`config.mk`:
```
export PLATFORM = sky130hd
export DESIGN_NAME = count_timestamp_fifo
export DESIGN_NICKNAME = d
export VERILOG_FILES = /design/src/rtl/count_timestamp_fifo.sv
export SDC_FILE = /design/constraint.sdc
export NUM_CORES = 1
export LEC_CHECK = 0
export ABC_AREA = 1
export BUFFER_PORTS_ARGS = -buffer_cell sky130_fd_sc_hd__buf_2
export CELL_PAD_IN_SITES_DETAIL_PLACEMENT = 2
export CELL_PAD_IN_SITES_GLOBAL_PLACEMENT = 2
export CORE_AREA = 5 5 129 223
export CTS_CLUSTER_DIAMETER = 40
export DETAILED_ROUTE_END_ITERATION = 6
export DIE_AREA = 0 0 134 228
export GPL_ROUTABILITY_DRIVEN = 0
export GPL_TIMING_DRIVEN = 0
export PLACE_DENSITY = 0.8
export SYNTH_ARGS = -nofsm -noshare
export SYNTH_HDL_FRONTEND = slang
export SYNTH_SLANG_ARGS = --single-unit
```
`constraint.sdc`:
```
create_clock -name clk -period 10.2 [get_ports clk]
set_input_delay 1.53 -clock clk [delete_from_list [all_inputs] [get_ports clk]]
set_output_delay 1.53 -clock clk [all_outputs]
set_load 0.01 [all_outputs]
```
`src/rtl/count_timestamp_fifo.sv`:
```
// Captures the free-running count on each rising edge of event_in and buffers the
// timestamps in a small FIFO with a valid/ready output and dropped-event accounting.
module count_timestamp_fifo #(
  parameter int WIDTH      = 32,
  parameter int DEPTH_LOG2 = 3,
  parameter int DROP_W     = 16
) (
  input  logic                  clk,
  input  logic                  rst,
  input  logic [WIDTH-1:0]      count,
  input  logic                  event_in,
  input  logic                  clear_overflow,
  output logic [WIDTH-1:0]      out_data,
  output logic                  out_valid,
  input  logic                  out_ready,
  output logic [DEPTH_LOG2:0]   level,
  output logic                  overflow,
  output logic [DROP_W-1:0]     drop_count
);

  localparam int                DEPTH     = 2 ** DEPTH_LOG2;
  localparam logic [DEPTH_LOG2:0] LVL_FULL = (DEPTH_LOG2 + 1)'(DEPTH);
  localparam logic [DEPTH_LOG2:0] LVL_ONE  = (DEPTH_LOG2 + 1)'(1);
  localparam logic [DEPTH_LOG2-1:0] PTR_ONE = DEPTH_LOG2'(1);
  localparam logic [DROP_W-1:0] DROP_ONE  = DROP_W'(1);

  logic [WIDTH-1:0]      mem [DEPTH];
  logic [DEPTH_LOG2-1:0] wr_ptr_reg;
  logic [DEPTH_LOG2-1:0] rd_ptr_reg;
  logic [DEPTH_LOG2:0]   level_reg;
  logic                  event_q_reg;
  logic                  overflow_reg;
  logic [DROP_W-1:0]     drop_count_reg;

  logic push_req;
  logic pop;
  logic full;
  logic push;
  logic drop;

  assign push_req = event_in & ~event_q_reg;
  assign full     = (level_reg == LVL_FULL);
  assign pop      = out_valid & out_ready;
  // A pop frees the head slot on the same edge, so a full FIFO can still accept.
  assign push     = push_req & (~full | pop);
  assign drop     = push_req & full & ~pop;

  // Storage carries no reset; out_data masking hides stale contents.
  generate
    for (genvar gi = 0; gi < DEPTH; gi++) begin : g_mem
      always_ff @(posedge clk) begin
        if (!rst && push && (wr_ptr_reg == DEPTH_LOG2'(gi))) begin
          mem[gi] <= count;
        end
      end
    end
  endgenerate

  always_ff @(posedge clk) begin
    if (rst) begin
      wr_ptr_reg     <= '0;
      rd_ptr_reg     <= '0;
      level_reg      <= '0;
      event_q_reg    <= 1'b0;
      overflow_reg   <= 1'b0;
      drop_count_reg <= '0;
    end else begin
      event_q_reg <= event_in;
      if (push) wr_ptr_reg <= wr_ptr_reg + PTR_ONE;
      if (pop)  rd_ptr_reg <= rd_ptr_reg + PTR_ONE;

      case ({push, pop})
        2'b10:   level_reg <= level_reg + LVL_ONE;
        2'b01:   level_reg <= level_reg - LVL_ONE;
        default: level_reg <= level_reg;
      endcase

      // A drop coinciding with a clear is counted after the clear.
      if (clear_overflow) begin
        overflow_reg   <= drop;
        drop_count_reg <= drop ? DROP_ONE : '0;
      end else if (drop) begin
        overflow_reg <= 1'b1;
        if (!(&drop_count_reg)) drop_count_reg <= drop_count_reg + DROP_ONE;
      end
    end
  end

  assign out_valid  = (level_reg != '0);
  assign out_data   = out_valid ? mem[rd_ptr_reg] : '0;
  assign level      = level_reg;
  assign overflow   = overflow_reg;
  assign drop_count = drop_count_reg;

endmodule

```
==> results of run 1 <==
[cell type report]
| cell class | instances | area share, % |
|---|---|---|
| repair buffers | 110 | 5.00 |
| clock inverters | 25 | 2.14 |
| flip-flops and latches | 287 | 59.3 |
| multi-input cells | 597 | 20.9 |
| clock buffers | 41 | 6.71 |
| inverters | 47 | 1.26 |
| well taps | 324 | 2.89 |
| plain buffers | 53 | 1.77 |
[report_power, final]
part / switching (mW) / total, mW / internal [mW]
combinational: 0.734 / 1.03 / 0.293
clock: 0.542 / 1.35 / 0.807
sequential: 0.0253 / 1.34 / 1.31
[metal layers]
layer / vias up / global-route usage, %
li1: 3850 / -
met1: 4528 / 28.9
met2: 294 / 51.9
met3: 85 / 4.34
met4: 0 / 9.94
met5: - / 0
[cell usage in the layout, fill, tap and decap left out, drive strengths merged]
master / count
dfxtp: 31
nor3: 9
edfxtp: 256
o211ai: 2
clkbuf: 74
inv: 57
o21ai: 179
nand3: 18
nor2b: 1
xnor2: 2
ha: 9
nand4: 12
nand2: 54
a21oi: 20
clkinvlp: 2
xor2: 2
a31oi: 32
clkinv: 8
bufinv: 5
o22ai: 32
buf: 130
and3: 1
nor2: 224
[cell usage after synthesis (all sizes together)]
library cell / number
ha: 9
a31oi: 32
clkbuf: 33
and3: 1
nor2: 224
nor3: 9
o211ai: 2
nor2b: 1
o21ai: 179
nand2: 54
o22ai: 32
a21oi: 20
dfxtp: 31
buf: 20
edfxtp: 256
nand3: 18
clkinv: 1
xor2: 2
nand4: 12
xnor2: 2
inv: 46
[through the flow]
stage	setup slack [ns]	instances	cell area [sq um]	hold WS [ns]	total power, mW
CTS	5.92	1484	14000	0.486	3.74
floorplan	5.49	984	11600	0.433	1.91
global placement	3.02	1398	12500	0.447	2.30
detailed placement	6.05	1418	12800	0.468	2.36
global route	5.74	1484	14000	0.516	3.87
finish	5.90	1484	14000	0.476	3.72
[cell families (layout without fill, tap and decap cells)]
kind of cell / after synthesis / count (layout) / synth area share (%)
adder cells (fa/ha/maj): 9 / 9 / 0.969
AO/OA/AOI/OAI: 265 / 265 / 12.2
XOR/XNOR: 4 / 4 / 0.302
AND/OR/NAND/NOR: 319 / 319 / 11.4
buffers and inverters: 100 / 276 / 3.65
flip-flops: 287 / 287 / 71.5
[worst paths after layout]
kind / slack [ns] / cells past startpoint / endpoint
worst max-delay path: 5.90 / 8 / out_data[11]
worst min-delay path: 0.48 / 2 / overflow
worst max register to register: 7.26 / 8 / mem[2][20]
worst min register to register: 0.48 / 2 / overflow
[critical path, cell delays in order, from the launching register on]
cell and delay (ns):
dfxtp_1 0.36, inv_2 0.08, buf_4 0.17, clkbuf_1 0.55, nor2_1 0.15, o22ai_1 0.27, o21ai_0 0.14, a31oi_1 0.32
buf_2 0.20
==> results.rst, run 1 <==
.. list-table::
   :header-rows: 1

   * - Metric
     - Value
   * - Leading area contributor after synthesis
     - edfxtp_1
   * - CTS tree
     - built
   * - Part of the Yosys area used for sequential elements
     - 71.5%
   * - Max reg flops
     - 256
   * - Total via count in the routed design
     - 8757
   * - Netlist Area Pre-Place
     - 11600 sq um
   * - Routed WL per cell
     - 27.8 um
   * - Clk pin slew, worst setup/hold paths
     - 0.07 ns
   * - Worst-path maximum fanout
     - 10
   * - Average cell area after synthesis
     - 11.8 sq um
   * - HPWL after detailed placement
     - 26800 um
   * - Diodes inserted
     - 0
   * - Die ar.
     - 30600 sq um
   * - Hold Buf Count CTS
     - 0
   * - Class of the tightest hold or removal check
     - flip-flop to flip-flop
   * - Initial core utilization
     - 43.7%
   * - Die Y
     - 228 um
   * - CTS Root Cell
     - clkbuf_16
   * - Count of warnings emitted by yosys
     - 0
   * - RSZ-0062 raised after global routing
     - false
   * - Result of the run
     - completed
   * - Placeable core region
     - 26600 sq um
   * - Number of hold-slack violations in the final timing report
     - 0
   * - M1 wire length
     - 14700 um
   * - Remaining routing DRC violations
     - 0
   * - Setup clock skew after layout
     - 0.0191 ns
   * - Share of final-layout standard cells stronger than drive strength 1
     - 18.5%
   * - Clock H-tree levels
     - 2
   * - Capturing element type of the critical path
     - output pin
   * - Peak clock frequency supported by timing
     - 0.232 GHz
   * - Floorplan row count
     - 79
   * - Resize count post-CTS
     - 0
   * - Post-layout nets
     - 1178
   * - Max-cap violation count
     - 0
   * - Number of iterations in the first detailed-routing pass
     - 4
   * - Final design utilization
     - 52.7%
   * - Setup repair bufs after CTS
     - 0
   * - Data arrival time of the worst path
     - 2.77 ns
   * - Worst endpoint required time
     - 8.67 ns
   * - Largest cells by area after synthesis
     - edfxtp_1 66%, o21ai_0 7.3%, nor2_1 7.1%
   * - Number of clock buffers inserted by TritonCTS
     - 36
   * - Relative slew slack
     - 33.8%
   * - Setup Crit Path Kind
     - flip-flop to output pin
   * - Area of the multi-input gates
     - 2930 sq um
   * - Antenna violations before repair
     - 0
   * - Largest net degree at the start of global routing
     - 26
   * - Top-level port count
     - 91
   * - Area overhead of the layout relative to synthesis
     - 20.6%
   * - Leakage power summed over all cells
     - 5.03 nW
   * - Port Buffer Count
     - 90
   * - Remaining antenna violation count after routing
     - 0
   * - Cells after synthesis
     - 984
   * - Wire length of the first global-routing pass
     - 61700 um
   * - Clock Sinks
     - 287
   * - Final clock period utilization by the worst path
     - 42.2%
   * - Via count of the first global-routing pass
     - 9999
   * - Area share of the leading cell type in the synthesized netlist
     - 66.1%
   * - Die span in x
     - 134 um
   * - Max Buffers Root-to-Sink
     - 3
   * - Finish-stage setup viols
     - 0
   * - Total power per unit cell area
     - 265 nW/um^2
   * - IR Drop Worst-Case VDD
     - 152 uV
   * - Detail Route met3 WL
     - 1780 um
   * - Area occupied by registers
     - 8310 sq um
   * - Worst slew pin tran
     - 0.987 ns
   * - Synth Net Count
     - 1030
   * - Launch point of the worst hold path
     - overflow
   * - Sum of routed wire length over all layers
     - 41200 um
   * - Top routing layer in use
     - met4
   * - Max-slew violation count
     - 0
   * - Overall fraction of global-route tracks in use
     - 26.9%
   * - Setup total negative slack
     - 0 ns
   * - Period minus WS final
     - 4.30 ns
   * - Grt total ovfl
     - 0
   * - Number of design-rule violations left by the first detailed-router iteration
     - 565
   * - Worst-skew pair later-pin latency
     - 0.53 ns
   * - Vias per Instance
     - 5.90
   * - Flop and latch count out of synthesis
     - 287
   * - Met2 Routed Length
     - 23400 um
   * - Post-synthesis cell type count
     - 35
   * - Number of fill cells
     - 2615
   * - Startpoint class of the critical path
     - flip-flop
   * - Reg-to-reg startpoint
     - level[2]
Note: power is estimated with default switching activity, not from simulation.
==> run 2: changes to the inputs <==
--- a/config.mk
+++ b/config.mk
@@ -9,13 +9,13 @@
 export BUFFER_PORTS_ARGS = -buffer_cell sky130_fd_sc_hd__buf_2
 export CELL_PAD_IN_SITES_DETAIL_PLACEMENT = 2
 export CELL_PAD_IN_SITES_GLOBAL_PLACEMENT = 2
-export CORE_AREA = 5 5 129 223
+export CORE_AREA = 5 5 140 243
 export CTS_CLUSTER_DIAMETER = 40
 export DETAILED_ROUTE_END_ITERATION = 6
-export DIE_AREA = 0 0 134 228
+export DIE_AREA = 0 0 145 248
 export GPL_ROUTABILITY_DRIVEN = 0
 export GPL_TIMING_DRIVEN = 0
-export PLACE_DENSITY = 0.8
+export PLACE_DENSITY = 0.71
 export SYNTH_ARGS = -nofsm -noshare
 export SYNTH_HDL_FRONTEND = slang
 export SYNTH_SLANG_ARGS = --single-unit
==> constraint.sdc (replaced) <==
create_clock -name clk -period 3.6 [get_ports clk]
set_input_delay 0.54 -clock clk [delete_from_list [all_inputs] [get_ports clk]]
set_output_delay 0.54 -clock clk [all_outputs]
set_load 0.01 [all_outputs]
==> results.rst, run 2 (synthesis results as in run 1) <==
.. list-table::
   :header-rows: 1

   * - Metric
     - Value
   * - Result of the run
     - completed
   * - HPWL after detailed placement
     - 26600 um
   * - Port Buffer Count
     - 90
   * - Die ar.
     - 36000 sq um
   * - Grt total ovfl
     - 0
   * - IR Drop Worst-Case VDD
     - 361 uV
   * - Detail Route met3 WL
     - 1320 um
   * - Total via count in the routed design
     - 8439
   * - Share of final-layout standard cells stronger than drive strength 1
     - 18.2%
   * - Met2 Routed Length
     - 21900 um
   * - Max reg flops
     - 256
   * - Leakage power summed over all cells
     - 4.97 nW
   * - Final clock period utilization by the worst path
     - 87.4%
   * - Post-route standard cell area excluding fillers
     - 14000 sq um
   * - CTS Root Cell
     - clkbuf_16
   * - Final setup slack of the worst path
     - 0.453 ns
   * - Number of hold-slack violations in the final timing report
     - 0
   * - Overall fraction of global-route tracks in use
     - 20.6%
   * - Wire length of the first global-routing pass
     - 57100 um
   * - Initial core utilization
     - 36.4%
   * - Worst-skew pair later-pin latency
     - 0.53 ns
   * - Floorplan row count
     - 87
   * - Worst slew pin tran
     - 0.930 ns
   * - Relative slew slack
     - 37.6%
   * - Power dissipated by switching net loads
     - 3.47 mW
   * - Die span in x
     - 145 um
   * - Setup repair bufs after CTS
     - 0
   * - Period minus WS final
     - 3.15 ns
   * - Data arrival time of the worst path
     - 2.61 ns
   * - Switch share
     - 34.7%
   * - Internal portion of total power
     - 6.53 mW
   * - Setup Crit Path Kind
     - flip-flop to output pin
   * - Placeable core region
     - 31900 sq um
   * - Vias per Instance
     - 5.42
   * - Slowest cell on crit path
     - clkbuf_1
   * - Top routing layer in use
     - met4
   * - Remaining routing DRC violations
     - 0
   * - Clock H-tree levels
     - 2
   * - Commonest non-fill, non-tap cell in the layout
     - edfxtp_1
   * - Max-cap violation count
     - 0
   * - Diodes inserted
     - 0
   * - Remaining antenna violation count after routing
     - 0
   * - Clock group share of total power
     - 34.1%
   * - Sequential share of power
     - 37.9%
   * - Worst-path maximum fanout
     - 10
   * - M1 wire length
     - 13200 um
   * - Dpl cell area
     - 12900 sq um
   * - Clock Sinks
     - 287
   * - RSZ-0062 raised after global routing
     - false
   * - Number of clock buffers inserted by TritonCTS
     - 35
   * - Number of iterations in the first detailed-routing pass
     - 5
   * - Clk pin slew, worst setup/hold paths
     - 0.06 ns
   * - Routed WL per cell
     - 24.1 um
   * - Class of the tightest hold or removal check
     - input port to flip-flop
   * - CTS tree
     - built
   * - Sum of routed wire length over all layers
     - 37500 um
   * - Pre-CTS WS
     - 0.374 ns
   * - Total power per unit cell area
     - 715 nW/um^2
   * - Largest net degree at the start of global routing
     - 25
   * - Final design utilization
     - 43.9%
   * - Leading cell types in the layout, fill and taps excluded
     - 256 x edfxtp_1, 218 x nor2_1, 170 x o21ai_0
   * - Die Y
     - 248 um
   * - Post-route worst hold slack
     - 0.250 ns
   * - Via count of the first global-routing pass
     - 9724
   * - Peak clock frequency supported by timing
     - 0.318 GHz
   * - Post-layout nets
     - 1178
   * - Startpoint class of the critical path
     - flip-flop
   * - Hold Buf Count CTS
     - 0
   * - Capturing element type of the critical path
     - output pin
   * - Most numerous cell on the critical path
     - buf_2
   * - Max Buffers Root-to-Sink
     - 3
   * - Delay of the slowest cell on the worst path
     - 0.51 ns
   * - Number of design-rule violations left by the first detailed-router iteration
     - 365
   * - Antenna violations before repair
     - 0
   * - Logic gate share of total power
     - 28.0%
   * - Resize count post-CTS
     - 0
   * - Cell breakdown of the critical path
     - buf_2 -> clkbuf_1 -> nor2_1 -> o22ai_1 -> o21ai_0 -> a31oi_1 -> buf_2
   * - Finish-stage setup viols
     - 0
   * - Setup clock skew after layout
     - 0.0133 ns
   * - Worst endpoint required time
     - 3.06 ns
   * - Area overhead of the layout relative to synthesis
     - 20.4%
   * - Top-level port count
     - 91
   * - Setup total negative slack
     - 0 ns
   * - Max-slew violation count
     - 0
==> run 2: changes by cell type in the layout (fill, tap and decap cells not counted) <==
cell	before	now
clkinvlp_4	2	4
inv_8	2	1
clkinv_8	0	1
clkbuf_1	36	37
clkinv_4	0	3
buf_16	1	0
bufinv_16	5	1
buf_12	1	2
buf_8	1	2
inv_6	9	3
==> run 2: cell type report <==
type	count	area, sq um
Clock buffer	42	945
Buffer	53	248
Clock inverter	20	174
Inverter	47	176
Multi-Input combinational cell	597	2930
Timing Repair Buffer	111	708
Fill cell	3289	17900
Tap cell	400	500
Sequential cell	287	8310
==> run 2: metal layers <==
layer / track usage [%] / up-vias
met3: 3.67 / 73
met1: 20.6 / 4361
met4: 7.29 / 0
li1: - / 3832
met5: 0 / -
met2: 42.0 / 173
==> run 2: critical path, delay by kind of cell (launching register included) <==
family / cells / cell delay, ns
AOI/OAI and AO/OA: 3 / 0.57
and+or+nand+nor: 1 / 0.12
buffers and inverters: 3 / 0.94
DFF: 1 / 0.44
==> run 2: path summary, 6_finish.rpt <==
kind	endpoint	slack [ns]	startpoint	depth (start not counted)
max reg2reg	mem[6][20]	0.74	level[0]	8
min	event_q_reg	0.25	event_in	3
max	out_data[12]	0.45	flip-flop	7
min reg2reg	overflow	0.48	overflow	2
==> run 2: power by group through the flow <==
stage / registers (mW) / logic [mW] / clock network, mW
2_1_floorplan: 3.85 / 1.56 / 0
3_3_place_gp: 3.86 / 2.71 / 0
3_5_place_dp: 3.86 / 2.85 / 0
4_1_cts: 3.79 / 2.88 / 3.48
5_1_grt: 3.80 / 3.09 / 3.63
6_report: 3.79 / 2.80 / 3.41
==> run 2: metrics by stage <==
step                std cells  power, mW
floorplan                 984       5.42
global placement         1474       6.57
detailed placement       1495       6.71
CTS                      1557       10.2
global route             1557       10.5
finish                   1557       10.0
==> run 3: changes to the inputs <==
--- a/config.mk
+++ b/config.mk
@@ -9,10 +9,10 @@
 export BUFFER_PORTS_ARGS = -buffer_cell sky130_fd_sc_hd__buf_2
 export CELL_PAD_IN_SITES_DETAIL_PLACEMENT = 2
 export CELL_PAD_IN_SITES_GLOBAL_PLACEMENT = 2
-export CORE_AREA = 5 5 140 243
+export CORE_AREA = 5 5 218 157
 export CTS_CLUSTER_DIAMETER = 40
 export DETAILED_ROUTE_END_ITERATION = 6
-export DIE_AREA = 0 0 145 248
+export DIE_AREA = 0 0 223 162
 export GPL_ROUTABILITY_DRIVEN = 0
 export GPL_TIMING_DRIVEN = 0
 export PLACE_DENSITY = 0.71
==> results.rst, run 3 (synthesis results as in run 1) <==
.. list-table::
   :header-rows: 1

   * - Metric
     - Value
   * - Result of the run
     - completed
   * - Remaining routing DRC violations
     - 0
   * - Switch share
     - 34.2%
   * - Total power per unit cell area
     - 727 nW/um^2
   * - Max-slew violation count
     - 0
   * - Sequential share of power
     - 37.0%
   * - Die ar.
     - 36100 sq um
   * - Number of clock buffers inserted by TritonCTS
     - 37
   * - RSZ-0062 raised after global routing
     - false
   * - Diodes inserted
     - 0
   * - Resize count post-CTS
     - 0
   * - Setup total negative slack
     - 0 ns
   * - Relative slew slack
     - 34.3%
   * - Via count of the first global-routing pass
     - 9358
   * - Worst endpoint required time
     - 3.06 ns
   * - Class of the tightest hold or removal check
     - input port to flip-flop
   * - Logic gate share of total power
     - 27.5%
   * - Area overhead of the layout relative to synthesis
     - 21.4%
   * - Vias per Instance
     - 5.34
   * - Clk pin slew, worst setup/hold paths
     - 0.06 ns
   * - Port Buffer Count
     - 90
   * - Overall fraction of global-route tracks in use
     - 20.7%
   * - Max reg flops
     - 256
   * - Max Buffers Root-to-Sink
     - 3
   * - CTS Root Cell
     - clkbuf_16
   * - Capturing element type of the critical path
     - output pin
   * - Leakage power summed over all cells
     - 5.01 nW
   * - Wire length of the first global-routing pass
     - 57500 um
   * - Final clock period utilization by the worst path
     - 91.0%
   * - Finish-stage setup viols
     - 0
   * - Number of hold-slack violations in the final timing report
     - 0
   * - Leading cell types in the layout, fill and taps excluded
     - 256 x edfxtp_1, 218 x nor2_1, 170 x o21ai_0
   * - Largest net degree at the start of global routing
     - 23
   * - Antenna violations before repair
     - 0
   * - Worst-path maximum fanout
     - 10
   * - Top-level port count
     - 91
   * - Slowest cell on crit path
     - clkbuf_1
   * - Startpoint class of the critical path
     - flip-flop
   * - Worst slew pin tran
     - 0.980 ns
   * - Total via count in the routed design
     - 8467
   * - Period minus WS final
     - 3.28 ns
   * - Share of final-layout standard cells stronger than drive strength 1
     - 18.4%
   * - Final setup slack of the worst path
     - 0.323 ns
   * - CTS tree
     - built
   * - Hold Buf Count CTS
     - 0
   * - Worst-skew pair later-pin latency
     - 0.53 ns
   * - Commonest non-fill, non-tap cell in the layout
     - edfxtp_1
   * - Post-layout nets
     - 1180
   * - Remaining antenna violation count after routing
     - 0
   * - Placeable core region
     - 31800 sq um
   * - Clock H-tree levels
     - 2
   * - Setup repair bufs after CTS
     - 0
   * - Number of design-rule violations left by the first detailed-router iteration
     - 491
   * - Power dissipated by switching net loads
     - 3.52 mW
   * - Internal portion of total power
     - 6.75 mW
   * - Cell breakdown of the critical path
     - inv_2 -> buf_4 -> clkbuf_1 -> nor2_1 -> o22ai_1 -> o21ai_0 -> a31oi_1 -> buf_2
   * - Floorplan row count
     - 55
   * - Die span in x
     - 223 um
   * - Max-cap violation count
     - 0
   * - IR Drop Worst-Case VDD
     - 496 uV
   * - Delay of the slowest cell on the worst path
     - 0.52 ns
   * - Data arrival time of the worst path
     - 2.74 ns
   * - Setup Crit Path Kind
     - flip-flop to output pin
   * - Clock group share of total power
     - 35.5%
   * - Initial core utilization
     - 36.6%
   * - Number of iterations in the first detailed-routing pass
     - 5
   * - HPWL after detailed placement
     - 25900 um
   * - Setup clock skew after layout
     - 0.0162 ns
   * - Grt total ovfl
     - 0
   * - Post-route worst hold slack
     - 0.245 ns
   * - Peak clock frequency supported by timing
     - 0.305 GHz
   * - Die Y
     - 162 um
   * - Clock Sinks
     - 287
   * - Sum of routed wire length over all layers
     - 37700 um
   * - Routed WL per cell
     - 23.8 um
   * - Pre-CTS WS
     - 0.589 ns
==> run 3: metal layers <==
layer	vias to the layer above	global-route usage, %	routed length [um]	part of all wire (%)
li1	3851	-	-	-
met1	4372	28.0	17000	45
met2	187	35.2	18100	48
met3	57	3.69	1830	4.9
met4	0	4.87	716	1.9
met5	-	0	0	0
==> run 3: final cells by class <==
type	instances	area, sq um
clock inverters	24	253
multi-input cells	597	2930
well taps	427	534
plain buffers	53	248
fillers	3224	17700
clock buffers	41	941
inverters	47	176
repair buffers	111	719
flip-flops and latches	287	8310
==> run 3: power by group through the flow <==
stage	Sequential [mW]	Clock, mW	Combinational, mW
final	3.80	3.64	2.83
after global routing	3.81	3.89	3.11
after CTS	3.80	3.71	2.86
after detailed placement	3.87	0	2.82
after global placement	3.87	0	2.68
after floorplan	3.85	0	1.56
==> run 3: path summary, 6_finish.rpt <==
check            start     endpoint  slack (ns)  cells after the start
max          flip-flop  out_data[2]        0.32                      8
min           event_in  event_q_reg        0.24                      3
max reg2reg   level[2]   mem[2][13]        0.84                      8
min reg2reg   overflow     overflow        0.48                      2
==> run 3: stage by stage <==
step                      power, mW  instance area (sq um)  cells  utilization (%)
after floorplan                5.42                  11600    984                -
after global routing           10.8                  14100   1587             44.4
after detailed placement       6.69                  12900   1522             40.6
after global placement         6.55                  12600   1501             39.6
after CTS                      10.4                  14100   1587             44.4
final                          10.3                  14100   1587             44.4
==> run 3: critical path: cells and delay by family, from the launching register on <==
kind | cells | cell delay, ns
DFF | 1 | 0.38
buffers and inverters | 4 | 1.00
and+or+nand+nor | 1 | 0.11
AOI/OAI and AO/OA | 3 | 0.74
